File: src/rtl/pipe_hazard_pkg.sv
// Shared types and helpers for the pipeline hazard/sequencing controller.
package pipe_hazard_pkg;

  // Register index of the PC (R15); never a forwarding source.
  localparam logic [3:0] REG_PC = 4'hF;

  typedef enum logic [1:0] {
    FWD_RF  = 2'b00,
    FWD_WB  = 2'b01,
    FWD_MEM = 2'b10
  } fwd_sel_t;

  typedef enum logic [1:0] {
    IDLE = 2'd0,
    WAIT = 2'd1,
    DONE = 2'd2
  } mem_state_t;

  // Operand select for one E-stage source; the younger M result wins over W.
  function automatic fwd_sel_t fwd_sel(
    input logic [3:0] ra,
    input logic       rw_m,
    input logic [3:0] wa_m,
    input logic       rw_w,
    input logic [3:0] wa_w
  );
    if (rw_m && (ra == wa_m) && (wa_m != REG_PC))      return FWD_MEM;
    else if (rw_w && (ra == wa_w) && (wa_w != REG_PC)) return FWD_WB;
    else                                               return FWD_RF;
  endfunction

endpackage

File: src/rtl/pipe_hazard_unit_if.sv
// Pipeline <-> hazard unit signal bundle. master = pipeline side, slave = hazard unit.
interface pipe_hazard_unit_if #(
  parameter int unsigned CNT_W = 32
);
  logic [3:0]       RA1D, RA2D, RA1E, RA2E;
  logic [3:0]       WA3E, WA3M, WA3W;
  logic             MemtoRegE, RegWriteM, RegWriteW;
  logic             MemtoRegM, MemWriteM;
  logic             PCSrcD, PCSrcE, PCSrcM, BranchTakenE;
  logic [1:0]       ForwardAE, ForwardBE;
  logic             StallF, StallD, StallE, StallM;
  logic             FlushD, FlushE, FlushW;
  logic             MemDoneM;
  logic [CNT_W-1:0] StallCnt, FlushCnt;

  modport master (
    output RA1D, RA2D, RA1E, RA2E, WA3E, WA3M, WA3W,
    output MemtoRegE, RegWriteM, RegWriteW, MemtoRegM, MemWriteM,
    output PCSrcD, PCSrcE, PCSrcM, BranchTakenE,
    input  ForwardAE, ForwardBE, StallF, StallD, StallE, StallM,
    input  FlushD, FlushE, FlushW, MemDoneM, StallCnt, FlushCnt
  );

  modport slave (
    input  RA1D, RA2D, RA1E, RA2E, WA3E, WA3M, WA3W,
    input  MemtoRegE, RegWriteM, RegWriteW, MemtoRegM, MemWriteM,
    input  PCSrcD, PCSrcE, PCSrcM, BranchTakenE,
    output ForwardAE, ForwardBE, StallF, StallD, StallE, StallM,
    output FlushD, FlushE, FlushW, MemDoneM, StallCnt, FlushCnt
  );
endinterface

File: src/rtl/pipe_hazard_unit_mem_wait_fsm.sv
// Wait-state sequencer for a multi-cycle data-memory access held in M.
// The access-detect cycle in IDLE is itself the first wait state, so WAIT
// covers the remaining MEM_LAT-1 cycles and each access stalls exactly MEM_LAT.
module mem_wait_fsm
  import pipe_hazard_pkg::*;
#(
  parameter int unsigned MEM_LAT = 2
) (
  input  logic clk,
  input  logic rst,
  input  logic MemAcc,
  output logic MemStall,
  output logic MemDoneM
);

  localparam int unsigned CW       = (MEM_LAT > 2) ? $clog2(MEM_LAT) : 1;
  localparam int unsigned LOAD_VAL = (MEM_LAT >= 2) ? (MEM_LAT - 2) : 0;
  localparam logic [CW-1:0] CNT_LOAD = CW'(LOAD_VAL);

  mem_state_t      state;
  logic [CW-1:0]   cnt;

  // State and wait counter.
  always_ff @(posedge clk or posedge rst) begin
    if (rst) begin
      state <= IDLE;
      cnt   <= '0;
    end else begin
      case (state)
        IDLE: begin
          if (MemAcc && (MEM_LAT != 0)) begin
            if (MEM_LAT == 1) begin
              state <= DONE;
            end else begin
              state <= WAIT;
              cnt   <= CNT_LOAD;
            end
          end
        end
        WAIT: begin
          if (cnt == '0) state <= DONE;
          else           cnt   <= cnt - CW'(1);
        end
        DONE:    state <= IDLE;
        default: state <= IDLE;
      endcase
    end
  end

  // Mealy outputs, forced low while reset is asserted.
  assign MemStall = !rst && (((state == IDLE) && MemAcc && (MEM_LAT != 0)) || (state == WAIT));
  assign MemDoneM = !rst && ((state == DONE) || ((MEM_LAT == 0) && MemAcc));

endmodule

File: src/rtl/pipe_hazard_unit.sv
// Hazard/sequencing controller for the F,D,E,M,W pipeline: forwarding selects,
// stall/flush controls and an M-stage wait-state sequencer.
// Optional: define HAZARD_PERF_EN for saturating stall/flush performance counters.
module pipe_hazard_unit
  import pipe_hazard_pkg::*;
#(
  parameter int unsigned MEM_LAT = 2,
  parameter int unsigned CNT_W   = 32
) (
  input  logic               clk,
  input  logic               rst,
  pipe_hazard_unit_if.slave  hz
);

  logic mem_acc, mem_stall, mem_done;
  logic ld_stall, pc_pend;
  logic stall_f, stall_d, stall_e, stall_m;
  logic flush_d, flush_e, flush_w;

  assign mem_acc = hz.MemtoRegM | hz.MemWriteM;

  mem_wait_fsm #(.MEM_LAT(MEM_LAT)) u_mem_wait (
    .clk      (clk),
    .rst      (rst),
    .MemAcc   (mem_acc),
    .MemStall (mem_stall),
    .MemDoneM (mem_done)
  );

  // Forwarding selects for both E operands.
  always_comb begin
    hz.ForwardAE = fwd_sel(hz.RA1E, hz.RegWriteM, hz.WA3M, hz.RegWriteW, hz.WA3W);
    hz.ForwardBE = fwd_sel(hz.RA2E, hz.RegWriteM, hz.WA3M, hz.RegWriteW, hz.WA3W);
  end

  // Hazard combine; a memory wait freezes F..M and masks every other hazard.
  always_comb begin
    ld_stall = hz.MemtoRegE && ((hz.RA1D == hz.WA3E) || (hz.RA2D == hz.WA3E));
    pc_pend  = hz.PCSrcD | hz.PCSrcE | hz.PCSrcM;
    stall_f  = 1'b0;
    stall_d  = 1'b0;
    stall_e  = 1'b0;
    stall_m  = 1'b0;
    flush_d  = 1'b0;
    flush_e  = 1'b0;
    flush_w  = 1'b0;
    if (mem_stall) begin
      stall_f = 1'b1;
      stall_d = 1'b1;
      stall_e = 1'b1;
      stall_m = 1'b1;
      flush_w = 1'b1;
    end else begin
      stall_f = ld_stall | pc_pend;
      stall_d = ld_stall;
      flush_d = pc_pend | hz.BranchTakenE;
      flush_e = ld_stall | hz.BranchTakenE;
    end
  end

  assign hz.StallF   = stall_f;
  assign hz.StallD   = stall_d;
  assign hz.StallE   = stall_e;
  assign hz.StallM   = stall_m;
  assign hz.FlushD   = flush_d;
  assign hz.FlushE   = flush_e;
  assign hz.FlushW   = flush_w;
  assign hz.MemDoneM = mem_done;

`ifdef HAZARD_PERF_EN
  logic [CNT_W-1:0] stall_cnt, flush_cnt;

  // Saturating stall/flush event counters.
  always_ff @(posedge clk or posedge rst) begin
    if (rst) begin
      stall_cnt <= '0;
      flush_cnt <= '0;
    end else begin
      if (stall_f && (stall_cnt != '1))              stall_cnt <= stall_cnt + CNT_W'(1);
      if ((flush_d || flush_e) && (flush_cnt != '1)) flush_cnt <= flush_cnt + CNT_W'(1);
    end
  end

  assign hz.StallCnt = stall_cnt;
  assign hz.FlushCnt = flush_cnt;
`else
  assign hz.StallCnt = CNT_W'(0);
  assign hz.FlushCnt = CNT_W'(0);
`endif

endmodule

File: src/flat_wrapper.sv
// flat-port wrapper written by rule: the top's interface ports become plain ports
module pipe_hazard_unit_flat import pipe_hazard_pkg::*;
#(
  parameter int unsigned MEM_LAT = 2,
  parameter int unsigned CNT_W   = 32
)
  (clk, rst, hz_RA1D, hz_RA2D, hz_RA1E, hz_RA2E, hz_WA3E, hz_WA3M, hz_WA3W, hz_MemtoRegE, hz_RegWriteM, hz_RegWriteW, hz_MemtoRegM, hz_MemWriteM, hz_PCSrcD, hz_PCSrcE, hz_PCSrcM, hz_BranchTakenE, hz_ForwardAE, hz_ForwardBE, hz_StallF, hz_StallD, hz_StallE, hz_StallM, hz_FlushD, hz_FlushE, hz_FlushW, hz_MemDoneM, hz_StallCnt, hz_FlushCnt);
  pipe_hazard_unit_if #(.CNT_W(CNT_W)) hz_i ();
  input  logic clk;
  input  logic rst;
  input wire logic [$bits(hz_i.RA1D)-1:0] hz_RA1D;
  input wire logic [$bits(hz_i.RA2D)-1:0] hz_RA2D;
  input wire logic [$bits(hz_i.RA1E)-1:0] hz_RA1E;
  input wire logic [$bits(hz_i.RA2E)-1:0] hz_RA2E;
  input wire logic [$bits(hz_i.WA3E)-1:0] hz_WA3E;
  input wire logic [$bits(hz_i.WA3M)-1:0] hz_WA3M;
  input wire logic [$bits(hz_i.WA3W)-1:0] hz_WA3W;
  input wire logic [$bits(hz_i.MemtoRegE)-1:0] hz_MemtoRegE;
  input wire logic [$bits(hz_i.RegWriteM)-1:0] hz_RegWriteM;
  input wire logic [$bits(hz_i.RegWriteW)-1:0] hz_RegWriteW;
  input wire logic [$bits(hz_i.MemtoRegM)-1:0] hz_MemtoRegM;
  input wire logic [$bits(hz_i.MemWriteM)-1:0] hz_MemWriteM;
  input wire logic [$bits(hz_i.PCSrcD)-1:0] hz_PCSrcD;
  input wire logic [$bits(hz_i.PCSrcE)-1:0] hz_PCSrcE;
  input wire logic [$bits(hz_i.PCSrcM)-1:0] hz_PCSrcM;
  input wire logic [$bits(hz_i.BranchTakenE)-1:0] hz_BranchTakenE;
  output wire logic [$bits(hz_i.ForwardAE)-1:0] hz_ForwardAE;
  output wire logic [$bits(hz_i.ForwardBE)-1:0] hz_ForwardBE;
  output wire logic [$bits(hz_i.StallF)-1:0] hz_StallF;
  output wire logic [$bits(hz_i.StallD)-1:0] hz_StallD;
  output wire logic [$bits(hz_i.StallE)-1:0] hz_StallE;
  output wire logic [$bits(hz_i.StallM)-1:0] hz_StallM;
  output wire logic [$bits(hz_i.FlushD)-1:0] hz_FlushD;
  output wire logic [$bits(hz_i.FlushE)-1:0] hz_FlushE;
  output wire logic [$bits(hz_i.FlushW)-1:0] hz_FlushW;
  output wire logic [$bits(hz_i.MemDoneM)-1:0] hz_MemDoneM;
  output wire logic [$bits(hz_i.StallCnt)-1:0] hz_StallCnt;
  output wire logic [$bits(hz_i.FlushCnt)-1:0] hz_FlushCnt;
  assign hz_i.RA1D = hz_RA1D;
  assign hz_i.RA2D = hz_RA2D;
  assign hz_i.RA1E = hz_RA1E;
  assign hz_i.RA2E = hz_RA2E;
  assign hz_i.WA3E = hz_WA3E;
  assign hz_i.WA3M = hz_WA3M;
  assign hz_i.WA3W = hz_WA3W;
  assign hz_i.MemtoRegE = hz_MemtoRegE;
  assign hz_i.RegWriteM = hz_RegWriteM;
  assign hz_i.RegWriteW = hz_RegWriteW;
  assign hz_i.MemtoRegM = hz_MemtoRegM;
  assign hz_i.MemWriteM = hz_MemWriteM;
  assign hz_i.PCSrcD = hz_PCSrcD;
  assign hz_i.PCSrcE = hz_PCSrcE;
  assign hz_i.PCSrcM = hz_PCSrcM;
  assign hz_i.BranchTakenE = hz_BranchTakenE;
  assign hz_ForwardAE = hz_i.ForwardAE;
  assign hz_ForwardBE = hz_i.ForwardBE;
  assign hz_StallF = hz_i.StallF;
  assign hz_StallD = hz_i.StallD;
  assign hz_StallE = hz_i.StallE;
  assign hz_StallM = hz_i.StallM;
  assign hz_FlushD = hz_i.FlushD;
  assign hz_FlushE = hz_i.FlushE;
  assign hz_FlushW = hz_i.FlushW;
  assign hz_MemDoneM = hz_i.MemDoneM;
  assign hz_StallCnt = hz_i.StallCnt;
  assign hz_FlushCnt = hz_i.FlushCnt;
  pipe_hazard_unit #(.MEM_LAT(MEM_LAT), .CNT_W(CNT_W)) u_core (.clk(clk), .rst(rst), .hz(hz_i));
endmodule
File: config.mk
export PLATFORM = sky130hd
export DESIGN_NAME = pipe_hazard_unit_flat
export DESIGN_NICKNAME = d
export VERILOG_FILES = /design/src/rtl/pipe_hazard_pkg.sv /design/src/rtl/pipe_hazard_unit_if.sv /design/src/rtl/pipe_hazard_unit_mem_wait_fsm.sv /design/src/rtl/pipe_hazard_unit.sv /design/src/flat_wrapper.sv
export SDC_FILE = /design/constraint.sdc
export NUM_CORES = 1
export LEC_CHECK = 0
export CAP_MARGIN = 20
export CORE_UTILIZATION = 28
export DETAILED_ROUTE_END_ITERATION = 6
export PLACE_DENSITY_LB_ADDON = 0.1
export SYNTH_ARGS = -nofsm -noshare
export SYNTH_HDL_FRONTEND = slang
export SYNTH_SLANG_ARGS = --single-unit
File: constraint.sdc
create_clock -name clk -period 2.51 [get_ports clk]
set_input_delay 0.3765 -clock clk [delete_from_list [all_inputs] [get_ports clk]]
set_output_delay 0.3765 -clock clk [all_outputs]
set_load 0.05 [all_outputs]
==> out/summary.txt, run 1 <==
TritonCTS Sinks -> 2
FMAX -> 0.4392 GHz
Largest Register -> u_core.u_mem_wait.state
Synth Register Bits -> 2
Register-to-Register Path Depth -> 1
NumNets Final -> 213
run status -> finished, final reports clean
final setup fails -> 0
Final Hold Fails -> 0
max_cap viols -> 0
Clock transition at path regs -> 30 ps
CP arrival -> 1900 ps
Final Cycle Share -> 0.9072
biggest regs -> u_core.u_mem_wait.state x2
diode count -> 0
# IOs -> 115
Comb power frac -> 0.821
Avg WL per Cell -> 8.542 microns
Slowest cell on crit path -> clkdlybuf4s50_1
Slew Limit Fails -> 0
count of buffers from port buffering -> 50
Static Leak -> 0.6203 nW
Initial Utilization -> 0.2975
Mapped Avg Cell Area -> 7.507 sq um
worst min-delay path class -> in -> async
most frequent cells after synthesis -> 66 x buf_4, 16 x xnor2_1, 8 x xor2_1
delay of the slowest critical-path stage -> 460 ps
crit start category -> input pin
most frequent cell after synthesis -> buf_4
cts repair resizes -> 0
P_sw -> 0.0004353 W
mapped cell area -> 908.4 sq um
sequential area share after synthesis -> 0.05510
placed cell count -> 213
asr flop ratio synth -> 1.000
DR vias/cell -> 3.454
Switching Share -> 0.5894
final std cells w/o fill -> 216
CP cell instances -> clkdlybuf4s50_1 > xor2_1 > nor4_1 > o21ai_1 > a21oi_1 > buf_12
largest area contributor in the netlist -> buf_4
Horiz. Die Dim -> 58.96 microns
DRC viols -> 0
Row Count -> 20
share of cells above drive strength 1 -> 0.09884
Die Span Y -> 58.96 microns
Die Area -> 0.003476 sq mm
final wirelength -> 1845 microns
Post-CTS Setup Repair Bufs -> 0
Clock Power Share -> 0.097
sequential power share -> 0.082
CTS Hold Bufs -> 0
drt pass-1 iters -> 4
Synth cell types -> 17
Clock Skews -> 5.385 ps
max reg flops -> 2
Synth area leaders -> buf_4 55%, xnor2_1 15%, xor2_1 7.7%
setup_tns -> 0 ps
Global Route Usage Sum -> 0.1006
Design Power -> 0.0007386 W
largest net degree at the start of global routing -> 7
Power Density -> 548.1 mW/mm^2
ys flop type -> dfrtp_1
gpl congestion -> 0.7384
via count -> 746
Clk Latency, worst-skew pair -> 230 ps
CTS tree -> built
Worst setup EP type -> output pin
Area growth syn-to-layout -> 48.35%
initial antenna violation count -> 0
Max clock buf depth -> 2
fin crit period -> 2277 ps
Num CTS Buffers -> 3
core area -> 0.003053 sq mm
RSZ-0062 raised after global routing -> false
yosys warns -> 0
worst-path fanout max -> 3
GRT overflow -> 0
Mapped Cells -> 121
hpwl dp -> 1721 microns
detailed router's first-iteration violation count -> 17
vias in the first global route -> 649
Routed Antenna Nets -> 0
EDFF count, synth -> 0
critical path class -> in -> out
first-pass GRT wire length -> 2649 microns
clk root buf -> clkbuf_4
VDD IR max -> 0.0003748 V
H-Tree Depth -> 1
Int Power -> 0.0003033 W
post-synth top area share -> 0.5455
worst path required time -> 2130 ps
-- logic make-up (layout without fill, tap and decap cells) --
group,after synthesis,in the layout,synth area share
other,1,64,0.004128
AOI/OAI and AO/OA,3,3,0.01652
xor gates and xnor gates,24,24,0.2314
DFF,2,2,0.05510
and+or+nand+nor,23,23,0.1391
buffers and inverters,68,56,0.5537
-- cell type report --
class	instances	area (sq um)
clock buffer	3	22.52
fill	302	1705
inverter	2	7.507
multi-input combinational	114	596.8
sequential	2	50.05
tap	44	55.05
timing repair buffer	51	615.6
-- metrics by stage --
stage | cell area, sq um | setup slack, ps | utilization | hold WS [ps]
final | 1348 | 233.0 | 0.4414 | 400.5
after global routing | 1348 | 92.24 | 0.4414 | 412.5
after CTS | 1348 | 210.1 | 0.4414 | 399.5
after detailed placement | 1325 | 228.5 | 0.4340 | 484.1
after global placement | 1325 | 267.7 | 0.4340 | 473.3
after floorplan | 1150 | 202.6 | - | 117.7
-- worst max-delay path: cells and delay by family --
family                    cells  cell delay [ps]
AOI/OAI and AO/OA             2              430
xor gates and xnor gates      1              180
buffers and inverters         2              640
and+or+nand+nor               1              280
-- routing by layer --
layer / global-route usage / vias up / part of all wire
met3: 0.05275 / 2 / 0.13
met5: 0 / - / 0
met4: 0.03061 / 0 / 0.011
met1: 0.1013 / 321 / 0.35
li1: - / 360 / -
met2: 0.1786 / 63 / 0.51
-- worst paths after layout --
check                      slack [ps]                       start                          to
max reg2reg                      1800  u_core.u_mem_wait.state[1]  u_core.u_mem_wait.state[0]
min reg2reg                       490  u_core.u_mem_wait.state[0]  u_core.u_mem_wait.state[0]
min in group clk                  490  u_core.u_mem_wait.state[0]  u_core.u_mem_wait.state[0]
min                               400                         rst  u_core.u_mem_wait.state[1]
max                               230                  hz_WA3E[2]                   hz_FlushE
max in group asynchronous        1990                         rst  u_core.u_mem_wait.state[0]
-- cells in the final DEF, fill, tap and decap left out, drive strengths merged --
cell           netlist  routed
nand2b               1       1
nand3b               1       1
conb                 1      64
nor4                 2       2
o21ai                1       1
xor2                 8       8
nand2                2       2
nand4                6       6
nor2b                1       1
xnor2               16      16
nor3                 6       6
a21oi                2       2
nor3b                1       1
clkdlybuf4s50        0      38
nor2                 3       3
clkbuf               0       3
dfrtp                2       2
buf                 66      13
inv                  2       2
-- power by group through the flow --
stage	Combinational, W	Clock (W)	Sequential [W]
2_1_floorplan	0.000476	0	0.0000581
3_3_place_gp	0.000603	0	0.0000611
3_5_place_dp	0.000607	0	0.0000608
4_1_cts	0.000609	0.0000738	0.0000606
5_1_grt	0.000633	0.0000749	0.0000634
6_report	0.000606	0.0000715	0.0000609
(Power assumes the default switching activity.)
==> inputs of run 2 (changes only) <==
--- a/config.mk
+++ b/config.mk
@@ -5,8 +5,9 @@
 export SDC_FILE = /design/constraint.sdc
 export NUM_CORES = 1
 export LEC_CHECK = 0
-export CAP_MARGIN = 20
-export CORE_UTILIZATION = 28
+export ABC_CLOCK_PERIOD_IN_PS = 2300
+export CAP_MARGIN = 0
+export CORE_UTILIZATION = 26
 export DETAILED_ROUTE_END_ITERATION = 6
 export PLACE_DENSITY_LB_ADDON = 0.1
 export SYNTH_ARGS = -nofsm -noshare
==> constraint.sdc (replaced) <==
create_clock -name clk -period 2.3 [get_ports clk]
set_input_delay 0.345 -clock clk [delete_from_list [all_inputs] [get_ports clk]]
set_output_delay 0.345 -clock clk [all_outputs]
set_load 0.05 [all_outputs]
==> run 2 against run 1 <==
Net effect: critical endpoint unchanged; clock power rose by 4.6%; worst hold slack got worse by 36 ps; power rose by 8.2%.
==> out/summary.txt, run 2 (synthesis results as in run 1) <==
Global Route Usage Sum -> 0.09515
final instance area -> 0.001365 sq mm
vias in the first global route -> 624
Avg WL per Cell -> 7.905 microns
initial antenna violation count -> 0
max_cap viols -> 0
met1 Use GR -> 0.09332
DRC viols -> 0
VDD IR max -> 0.0003442 V
H-Tree Depth -> 1
fin crit period -> 2194 ps
final setup fails -> 0
Routed Antenna Nets -> 0
detailed router's first-iteration violation count -> 7
final std cells w/o fill -> 220
Slew Limit Fails -> 0
Worst setup EP type -> output pin
Static Leak -> 0.6312 nW
Slowest cell on crit path -> clkdlybuf4s50_1
placed cell count -> 217
most frequent cells in the layout -> 64 x conb_1, 38 x clkdlybuf4s50_1, 16 x xnor2_1
busiest metal layer after global routing -> met2
Num CTS Buffers -> 3
worst min-delay path class -> in -> async
most common cell after layout, fill and taps aside -> conb_1
Die Span Y -> 61.11 microns
drt pass-1 iters -> 6
Horiz. Die Dim -> 61.11 microns
Bufs and invs on worst path -> 2
Clock transition at path regs -> 30 ps
cell count along the critical path -> 6
GR Util met3 -> 0.04412
largest net degree at the start of global routing -> 8
Final Cycle Share -> 0.9539
CP cell instances -> clkdlybuf4s50_1 > xor2_1 > nor4_1 > o21ai_1 > a21oi_1 > buf_12
Clock Skews -> 2.111 ps
NumNets Final -> 215
critical path class -> in -> out
cts repair resizes -> 0
Clk Latency, worst-skew pair -> 220 ps
final wirelength -> 1739 microns
Worst path top cell family by delay -> buffers and inverters
biggest regs -> u_core.u_mem_wait.state x2
share of cells above drive strength 1 -> 0.1092
DR vias/cell -> 3.336
Placed Area -> 0.001343 sq mm
TritonCTS Sinks -> 2
hpwl dp -> 1648 microns
run status -> finished, final reports clean
setup_tns -> 0 ps
Power Density -> 585.7 mW/mm^2
count of buffers from port buffering -> 50
CTS Hold Bufs -> 0
crit start category -> input pin
Initial Utilization -> 0.2722
fillers -> 352
delay of the slowest critical-path stage -> 450 ps
worst-path fanout max -> 3
CP arrival -> 1850 ps
# IOs -> 115
clk root buf -> clkbuf_4
first-pass GRT wire length -> 2573 microns
FMAX -> 0.4558 GHz
RSZ-0062 raised after global routing -> false
via count -> 734
core area -> 0.003337 sq mm
Post-CTS Setup Repair Bufs -> 0
Row Count -> 21
GRT overflow -> 0
diode count -> 0
Area growth syn-to-layout -> 50.28%
Register-to-Register Path Depth -> 1
Max clock buf depth -> 2
Largest Register -> u_core.u_mem_wait.state
Final Hold Fails -> 0
CTS tree -> built
worst path required time -> 1960 ps
Hold WS -> 364.7 ps
M2 GR Usage -> 0.1630
Die Area -> 0.003734 sq mm
gpl congestion -> 0.7468
max reg flops -> 2
[run 2: area by class of cell]
cell class | instances | area [sq um] | share of cell area
multi-input combinational | 114 | 596.8 | 0.4372
sequential | 2 | 50.05 | 0.03666
clock buffer | 3 | 22.52 | 0.01650
tap | 46 | 57.56 | 0.04216
timing repair buffer | 53 | 630.6 | 0.4620
inverter | 2 | 7.507 | 0.005500
[run 2: report_power, final]
group	switching, W	internal, W	leakage, nW	total [W]
clock	0.0000175	0.0000573	0.0138	0.0000748
combinational	0.000435	0.000224	0.592	0.000658
sequential	0.0000153	0.0000510	0.0252	0.0000663
[run 2: per-stage QoR]
stage	power [W]	util	setup slack (ps)
finish	0.0007995	0.4091	106.0
global route	0.0008455	0.4091	4.088
CTS	0.0008083	0.4091	80.36
detailed placement	0.0007269	0.4023	95.22
global placement	0.0007261	0.4023	112.4
floorplan	0.0005829	-	55.59
[run 2: path summary, 6_finish.rpt]
path | start | to | slack [ps]
max in group asynchronous | rst | u_core.u_mem_wait.state[0] | 1820
hold reg to reg | u_core.u_mem_wait.state[0] | u_core.u_mem_wait.state[0] | 480
min in group clk | u_core.u_mem_wait.state[0] | u_core.u_mem_wait.state[0] | 480
setup / recovery | hz_WA3E[1] | hz_FlushE | 110
setup reg to reg | u_core.u_mem_wait.state[1] | u_core.u_mem_wait.state[0] | 1640
hold / removal | rst | u_core.u_mem_wait.state[1] | 360
[run 2: per-layer routing]
metal | vias to the layer above | part of all wire
li1 | 365 | -
met1 | 313 | 0.32
met2 | 54 | 0.53
met3 | 2 | 0.13
met4 | 0 | 0.016
met5 | - | 0
